File: config.mk
export PLATFORM = sky130hd
export DESIGN_NAME = div_seq_flat
export DESIGN_NICKNAME = d
export VERILOG_FILES = /design/src/rtl/div_pkg.sv /design/src/rtl/div_seq_if.sv /design/src/rtl/div_req_buf.sv /design/src/rtl/div_seq.sv /design/src/flat_wrapper.sv
export SDC_FILE = /design/constraint.sdc
export NUM_CORES = 1
export LEC_CHECK = 0
export CAP_MARGIN = 15
export CORE_ASPECT_RATIO = 0.8
export CORE_MARGIN = 2
export CORE_UTILIZATION = 35
export DETAILED_ROUTE_END_ITERATION = 6
export GPL_TIMING_DRIVEN = 1
export SYNTH_ARGS = -nofsm -noshare
export SYNTH_HDL_FRONTEND = slang
export SYNTH_SLANG_ARGS = --single-unit
File: constraint.sdc
create_clock -name clk -period 2.3 [get_ports clk]
set_clock_uncertainty 0.2 [all_clocks]
set_input_delay 0.46 -clock clk [delete_from_list [all_inputs] [get_ports clk]]
set_output_delay 0.46 -clock clk [all_outputs]
set_load 0.01 [all_outputs]
File: src/rtl/div_pkg.sv
// div_pkg: FSM state encoding and response status codes shared by the divider sequencer and controller.
package div_pkg;

    localparam int WD_W = 8;

    typedef enum logic [2:0] {
        S_IDLE,
        S_ISSUE,
        S_WAIT_BUSY,
        S_RUN,
        S_RESP
    } state_t;

    typedef enum logic [1:0] {
        ERR_OK  = 2'b00,
        ERR_DVZ = 2'b01,
        ERR_OVF = 2'b10,
        ERR_TMO = 2'b11
    } err_t;

    // Divider stopped without a result: overflow wins, then divide-by-zero, otherwise overflow.
    function automatic err_t fail_code(input logic ovf, input logic dvz);
        return (dvz && !ovf) ? ERR_DVZ : ERR_OVF;
    endfunction

endpackage

File: src/rtl/div_seq_if.sv
// div_seq_if: request, divider-control and response signals of the divider sequencer.
interface div_seq_if #(parameter int W = 10);
    import div_pkg::*;

    logic         req_valid;
    logic         req_ready;
    logic [W-1:0] req_a;
    logic [W-1:0] req_b;

    logic         div_start;
    logic [W-1:0] div_a;
    logic [W-1:0] div_b;
    logic         div_busy;
    logic         div_valid;
    logic         div_dvz;
    logic         div_ovf;
    logic [W-1:0] div_q;
    logic [W-1:0] div_r;

    logic         rsp_valid;
    logic         rsp_ready;
    logic [W-1:0] rsp_q;
    logic [W-1:0] rsp_r;
    err_t         rsp_err;

    modport slave (
        input  req_valid, req_a, req_b,
        input  div_busy, div_valid, div_dvz, div_ovf, div_q, div_r,
        input  rsp_ready,
        output req_ready, div_start, div_a, div_b,
        output rsp_valid, rsp_q, rsp_r, rsp_err
    );

    modport master (
        output req_valid, req_a, req_b,
        output div_busy, div_valid, div_dvz, div_ovf, div_q, div_r,
        output rsp_ready,
        input  req_ready, div_start, div_a, div_b,
        input  rsp_valid, rsp_q, rsp_r, rsp_err
    );

endinterface

File: src/rtl/div_req_buf.sv
// div_req_buf: one-entry valid/ready holding register for a dividend/divisor pair.
module div_req_buf #(
    parameter int W = 10
) (
    input  logic         clk,
    input  logic         rst_n,
    input  logic         in_valid,
    output logic         in_ready,
    input  logic [W-1:0] in_a,
    input  logic [W-1:0] in_b,
    output logic         out_valid,
    input  logic         out_ready,
    output logic [W-1:0] out_a,
    output logic [W-1:0] out_b
);

    logic         full;
    logic [W-1:0] a_q;
    logic [W-1:0] b_q;
    logic         push;
    logic         pop;

    assign in_ready  = !full;
    assign out_valid = full;
    assign out_a     = a_q;
    assign out_b     = b_q;
    assign push      = in_valid && in_ready;
    assign pop       = out_ready && full;

    always_ff @(posedge clk or negedge rst_n) begin
        if (!rst_n) begin
            full <= 1'b0;
            a_q  <= '0;
            b_q  <= '0;
        end else begin
            full <= push || (full && !pop);
            if (push) begin
                a_q <= in_a;
                b_q <= in_b;
            end
        end
    end

endmodule

File: src/rtl/div_seq.sv
// div_seq: sequences one buffered division request through an external divider
// and returns quotient, remainder and a status code, with a watchdog on the divider.
module div_seq
    import div_pkg::*;
#(
    parameter int W   = 10,
    parameter int TMO = 63
) (
    input  logic   clk,
    input  logic   rst_n,
    div_seq_if.slave bus
);

    state_t            state;
    state_t            state_n;
    logic [W-1:0]      act_a;
    logic [W-1:0]      act_b;
    logic [WD_W-1:0]   wd;
    logic              tmo;
    logic              buf_valid;
    logic              buf_pop;
    logic [W-1:0]      buf_a;
    logic [W-1:0]      buf_b;
    logic              act_ld;
    logic              wd_clr;
    logic              rsp_ld;
    logic [W-1:0]      rsp_q_n;
    logic [W-1:0]      rsp_r_n;
    err_t              rsp_err_n;
    logic [W-1:0]      rsp_q_q;
    logic [W-1:0]      rsp_r_q;
    err_t              rsp_err_q;

    div_req_buf #(.W(W)) u_buf (
        .clk       (clk),
        .rst_n     (rst_n),
        .in_valid  (bus.req_valid),
        .in_ready  (bus.req_ready),
        .in_a      (bus.req_a),
        .in_b      (bus.req_b),
        .out_valid (buf_valid),
        .out_ready (buf_pop),
        .out_a     (buf_a),
        .out_b     (buf_b)
    );

    assign tmo           = wd == WD_W'(TMO);
    assign bus.div_start = state == S_ISSUE;
    assign bus.div_a     = act_a;
    assign bus.div_b     = act_b;
    assign bus.rsp_valid = state == S_RESP;
    assign bus.rsp_q     = rsp_q_q;
    assign bus.rsp_r     = rsp_r_q;
    assign bus.rsp_err   = rsp_err_q;

    // Result priority in RUN: valid result, then divider giving up, then watchdog.
    always_comb begin
        state_n   = state;
        buf_pop   = 1'b0;
        act_ld    = 1'b0;
        wd_clr    = 1'b0;
        rsp_ld    = 1'b0;
        rsp_q_n   = '0;
        rsp_r_n   = '0;
        rsp_err_n = ERR_OK;
        case (state)
            S_IDLE: begin
                if (buf_valid) begin
                    buf_pop = 1'b1;
                    if (buf_b == '0) begin
                        state_n   = S_RESP;
                        rsp_ld    = 1'b1;
                        rsp_err_n = ERR_DVZ;
                    end else begin
                        state_n = S_ISSUE;
                        act_ld  = 1'b1;
                    end
                end
            end
            S_ISSUE: begin
                state_n = S_WAIT_BUSY;
                wd_clr  = 1'b1;
            end
            S_WAIT_BUSY: begin
                if (bus.div_busy) begin
                    state_n = S_RUN;
                end else if (tmo) begin
                    state_n   = S_RESP;
                    rsp_ld    = 1'b1;
                    rsp_err_n = ERR_TMO;
                end
            end
            S_RUN: begin
                if (bus.div_valid) begin
                    state_n = S_RESP;
                    rsp_ld  = 1'b1;
                    rsp_q_n = bus.div_q;
                    rsp_r_n = bus.div_r;
                end else if (!bus.div_busy) begin
                    state_n   = S_RESP;
                    rsp_ld    = 1'b1;
                    rsp_err_n = fail_code(bus.div_ovf, bus.div_dvz);
                end else if (tmo) begin
                    state_n   = S_RESP;
                    rsp_ld    = 1'b1;
                    rsp_err_n = ERR_TMO;
                end
            end
            S_RESP: begin
                if (bus.rsp_ready) state_n = S_IDLE;
            end
            default: state_n = S_IDLE;
        endcase
    end

    always_ff @(posedge clk or negedge rst_n) begin
        if (!rst_n) begin
            state     <= S_IDLE;
            wd        <= '0;
            act_a     <= '0;
            act_b     <= '0;
            rsp_q_q   <= '0;
            rsp_r_q   <= '0;
            rsp_err_q <= ERR_OK;
        end else begin
            state <= state_n;
            if (wd_clr) wd <= '0;
            else if (state == S_WAIT_BUSY || state == S_RUN) wd <= wd + 1'b1;
            if (act_ld) begin
                act_a <= buf_a;
                act_b <= buf_b;
            end
            if (rsp_ld) begin
                rsp_q_q   <= rsp_q_n;
                rsp_r_q   <= rsp_r_n;
                rsp_err_q <= rsp_err_n;
            end
        end
    end

endmodule

File: src/flat_wrapper.sv
// flat-port wrapper written by rule: the top's interface ports become plain ports
module div_seq_flat import div_pkg::*;
#(
    parameter int W   = 10,
    parameter int TMO = 63
)
  (clk, rst_n, bus_req_valid, bus_req_a, bus_req_b, bus_div_busy, bus_div_valid, bus_div_dvz, bus_div_ovf, bus_div_q, bus_div_r, bus_rsp_ready, bus_req_ready, bus_div_start, bus_div_a, bus_div_b, bus_rsp_valid, bus_rsp_q, bus_rsp_r, bus_rsp_err);
  div_seq_if #(.W(W)) bus_i ();
  input  logic clk;
  input  logic rst_n;
  input wire logic [$bits(bus_i.req_valid)-1:0] bus_req_valid;
  input wire logic [$bits(bus_i.req_a)-1:0] bus_req_a;
  input wire logic [$bits(bus_i.req_b)-1:0] bus_req_b;
  input wire logic [$bits(bus_i.div_busy)-1:0] bus_div_busy;
  input wire logic [$bits(bus_i.div_valid)-1:0] bus_div_valid;
  input wire logic [$bits(bus_i.div_dvz)-1:0] bus_div_dvz;
  input wire logic [$bits(bus_i.div_ovf)-1:0] bus_div_ovf;
  input wire logic [$bits(bus_i.div_q)-1:0] bus_div_q;
  input wire logic [$bits(bus_i.div_r)-1:0] bus_div_r;
  input wire logic [$bits(bus_i.rsp_ready)-1:0] bus_rsp_ready;
  output wire logic [$bits(bus_i.req_ready)-1:0] bus_req_ready;
  output wire logic [$bits(bus_i.div_start)-1:0] bus_div_start;
  output wire logic [$bits(bus_i.div_a)-1:0] bus_div_a;
  output wire logic [$bits(bus_i.div_b)-1:0] bus_div_b;
  output wire logic [$bits(bus_i.rsp_valid)-1:0] bus_rsp_valid;
  output wire logic [$bits(bus_i.rsp_q)-1:0] bus_rsp_q;
  output wire logic [$bits(bus_i.rsp_r)-1:0] bus_rsp_r;
  output wire logic [$bits(bus_i.rsp_err)-1:0] bus_rsp_err;
  assign bus_i.req_valid = bus_req_valid;
  assign bus_i.req_a = bus_req_a;
  assign bus_i.req_b = bus_req_b;
  assign bus_i.div_busy = bus_div_busy;
  assign bus_i.div_valid = bus_div_valid;
  assign bus_i.div_dvz = bus_div_dvz;
  assign bus_i.div_ovf = bus_div_ovf;
  assign bus_i.div_q = bus_div_q;
  assign bus_i.div_r = bus_div_r;
  assign bus_i.rsp_ready = bus_rsp_ready;
  assign bus_req_ready = bus_i.req_ready;
  assign bus_div_start = bus_i.div_start;
  assign bus_div_a = bus_i.div_a;
  assign bus_div_b = bus_i.div_b;
  assign bus_rsp_valid = bus_i.rsp_valid;
  assign bus_rsp_q = bus_i.rsp_q;
  assign bus_rsp_r = bus_i.rsp_r;
  assign bus_rsp_err = bus_i.rsp_err;
  div_seq #(.W(W), .TMO(TMO)) u_core (.clk(clk), .rst_n(rst_n), .bus(bus_i));
endmodule
==> results of run 1 <==
-- cells in the mapped netlist, types with 2 or more instances --
library cell | n | area share, %
buf_6 | 2 | 0.73
a22oi_1 | 2 | 0.49
nand3_1 | 4 | 0.65
nor2b_1 | 6 | 1.2
a22o_1 | 20 | 5.7
a21oi_1 | 2 | 0.32
o311ai_0 | 2 | 0.57
buf_2 | 3 | 0.49
nor4_2 | 2 | 0.81
nand2_1 | 11 | 1.3
o41ai_1 | 3 | 0.85
mux2i_1 | 4 | 1.3
clkbuf_1 | 5 | 0.61
and3_1 | 2 | 0.41
mux2_2 | 20 | 7.3
mux2_4 | 20 | 9.7
nor2_1 | 6 | 0.73
nand2b_1 | 3 | 0.61
inv_1 | 5 | 0.61
dfrtp_1 | 74 | 60
o21ai_0 | 6 | 0.97
-- critical path, delay by kind of cell, from the launching register on --
kind | cells | cell delay, ns
muxes | 1 | 0.34
DFF | 1 | 0.40
buffers and inverters | 1 | 0.18
and+or+nand+nor | 3 | 0.99
-- worst max path at each step --
stage / startpoint / endpoint / slack [ns] / depth (start not counted)
after global placement: bus_div_busy / u_core.state[2] / 0.05 / 6
after global routing: u_core.u_buf.out_b[1] / u_core.bus.div_b[8] / -0.02 / 5
after floorplan: u_core.u_buf.out_b[5] / u_core.bus.div_a[0] / 0.22 / 5
after detailed placement: bus_div_busy / u_core.bus.rsp_q[6] / 0.03 / 6
final: u_core.u_buf.out_b[1] / u_core.bus.div_a[3] / 0.08 / 5
after CTS: u_core.u_buf.out_b[5] / u_core.bus.rsp_r[8] / 0.005 / 5
-- metrics by stage --
step | std cells | hold slack (ns) | power (W) | worst slack (ns)
2_1_floorplan | 218 | -0.0356 | 0.00369 | 0.219
3_3_place_gp | 425 | 0.261 | 0.00484 | 0.0522
3_5_place_dp | 425 | 0.263 | 0.00489 | 0.0315
4_1_cts | 442 | 0.305 | 0.00598 | 0.00501
5_1_grt | 444 | 0.325 | 0.00630 | -0.0183
6_report | 444 | 0.299 | 0.00593 | 0.0757
-- sequential cells by signal, indices dropped and copies added (netlist names) --
register / flops
u_core.bus.div_a: 10
u_core.bus.div_b: 10
u_core.bus.rsp_q: 10
u_core.bus.rsp_r: 10
u_core.u_buf.out_a: 10
u_core.u_buf.out_b: 10
u_core.wd: 8
u_core.state: 3
u_core.bus.rsp_err: 2
u_core.u_buf.out_valid: 1
-- cell families after synthesis --
family / count (synthesis)
AND/OR/NAND/NOR: 42
adder cells (fa/ha/maj): 1
buffers and inverters: 16
multiplexers: 44
flip-flops: 74
AO/OA/AOI/OAI: 41
-- metal layers --
| layer | up-vias | wire [um] | track usage (%) |
|---|---|---|---|
| met1 | 1054 | 3570 | 23.0 |
| li1 | 1017 | - | - |
| met4 | 0 | 127 | 6.06 |
| met2 | 66 | 2970 | 22.0 |
| met5 | - | 0 | 0 |
| met3 | 12 | 425 | 4.76 |
-- cell type report --
| class | instances | area (um^2) | area share (%) |
|---|---|---|---|
| sequential | 74 | 1850 | 41.5 |
| multi-input combinational | 128 | 1170 | 26.2 |
| timing repair buffer | 109 | 1070 | 24.0 |
| clock buffer | 11 | 151 | 3.39 |
| tap | 112 | 140 | 3.14 |
| clock inverter | 5 | 61.3 | 1.37 |
| inverter | 5 | 18.8 | 0.420 |
-- report_power, final --
group | switching [W] | internal [W]
registers | 0.000393 | 0.00189
logic | 0.000970 | 0.00161
clock network | 0.000502 | 0.000564
total | 0.00186 | 0.00406
-- timing repair --
action,CTS,global route
hold buffers,1,0
hold endpoints to repair,36,0
setup endpoints to repair,2,40
buffers inserted,0,1
gates cloned,0,1
pin swaps,0,2
resized for setup,2,5
==> impl_metrics.toml, run 1 <==
[global_route]
track_usage_pct = 15.8
grt_pass1_vias = 2266
gr-total-overflow = 0
grt_pass1_wl_um = 11500
grt_antenna_before_repair = 0
grt_start_max_net_pins = 39

[drt]
vias_per_cell = 4.84
ant_nets = 0
routed_wl_um = 7090
wl_per_cell_um = 16.0
drc_errors = 0
vias = 2149
drt_iter0_drc = 64
drtPass1Iterations = 5

[setup_path]
worstPathRequired_ns = 2.34
crit_type = "reg2reg"
cp_slowest_cell = "or4_4"
ff2ff_path_depth = 5
reg2reg_from = "u_core.u_buf.out_b[1]"
cp_data_arrival_time_ns = 2.26
timing.rr.end = "u_core.bus.div_a[3]"
end_kind = "register"
crit_chain = "or4_4, nor4_4, buf_4, nor2b_4, mux2_4"
r2r_slack_ns = 0.08
crit_path_start_kind = "register"
crit_path_max_incr_delay_ns = 0.56
crit_fanout = 20

[placed_design]
port_buffers = 92
placed_cell_area_mm2 = 0.00423
dp_hpwl_um = 4850
gp_congestion = 0.790

[sta]
maxSlewHeadroom_pct = 42.1
hold_violations = 0
maxSlewViolCount = 0
tightest_slew_ns = 0.866
layout_min_cycle_time_ns = 2.22
fin_tns_setup_ns = 0
max_freq_mhz = 450
setup_viol = 0
min_period_over_period_pct = 96.7
rsz0062_at_grt = "yes"

[die]
num_io_pins = 93
die_h_um = 88.0
dieArea_mm2 = 0.00959
start_util_pct = 36.2
fp.dieW_um = 109
num_rows = 30
design.core.area_mm2 = 0.00852

[clock_tree]
cts-root-buf = "clkbuf_8"
clk_latency_ns = 0.35
cts_buffers = 9
cts.path.max_buffers = 2
clock-sinks = 74
clk_pin_slew_ns = 0.08
cts_tree = "yes"
cts-htree-levels = 3

[finish]
drive_gt1_share_pct = 24.1
layout_commonest_cell = "clkdlybuf4s50_1"
num-fill-cells = 755
final_util_pct = 52.4
nets = 376
fin_area_mm2 = 0.00447
n_antenna_cell = 0
layout_common_cells = "clkdlybuf4s50_1 (89), dfrtp_1 (74), mux2_4 (20), mux2_2 (20), a22o_1 (20)"
syn2layout_area_growth_pct = 44.6

[min_path]
holdPathEnd = "u_core.wd[5]"
hold_start = "u_core.wd[5]"
min_path_type = "reg2reg"
holdPathStages = 1

[synth]
syn-instance-count = 218
avgSynthCellArea_um2 = 14.2
synth_top_family_by_area = "multiplexers"
synth_seq_area_share_pct = 60.0
netlist_area_mm2 = 0.00309
synth_top_flop_cell = "dfrtp_1"
ys_types = 37
synthMuxAreaShare_pct = 18.3
synth-compound-area-share_pct = 10.5
yosysWarnings = 0
syn-num-nets = 267
synthAdderAreaFrac_pct = 0.405
ys_ff_latch = 74
synthArstFlopShare_pct = 100
synth_edf_count = 0
synth_xor_area_share_pct = 0
yosys.area_share.simple_pct = 8.27

[status]
status = "completed"

[pwr]
leakage_nw = 1.96
power.density_mw_per_mm2 = 1330
vdd_drop_max_mv = 0.437

[flow_run]
cap_violations = 0
No activity file was read; power rests on OpenSTA's default activity.
==> inputs of run 2 (changes only) <==
SLEW_MARGIN = 20   (was unset)
==> results of run 2 <==
Final layout, timing and power as in run 1 (identical DEF).
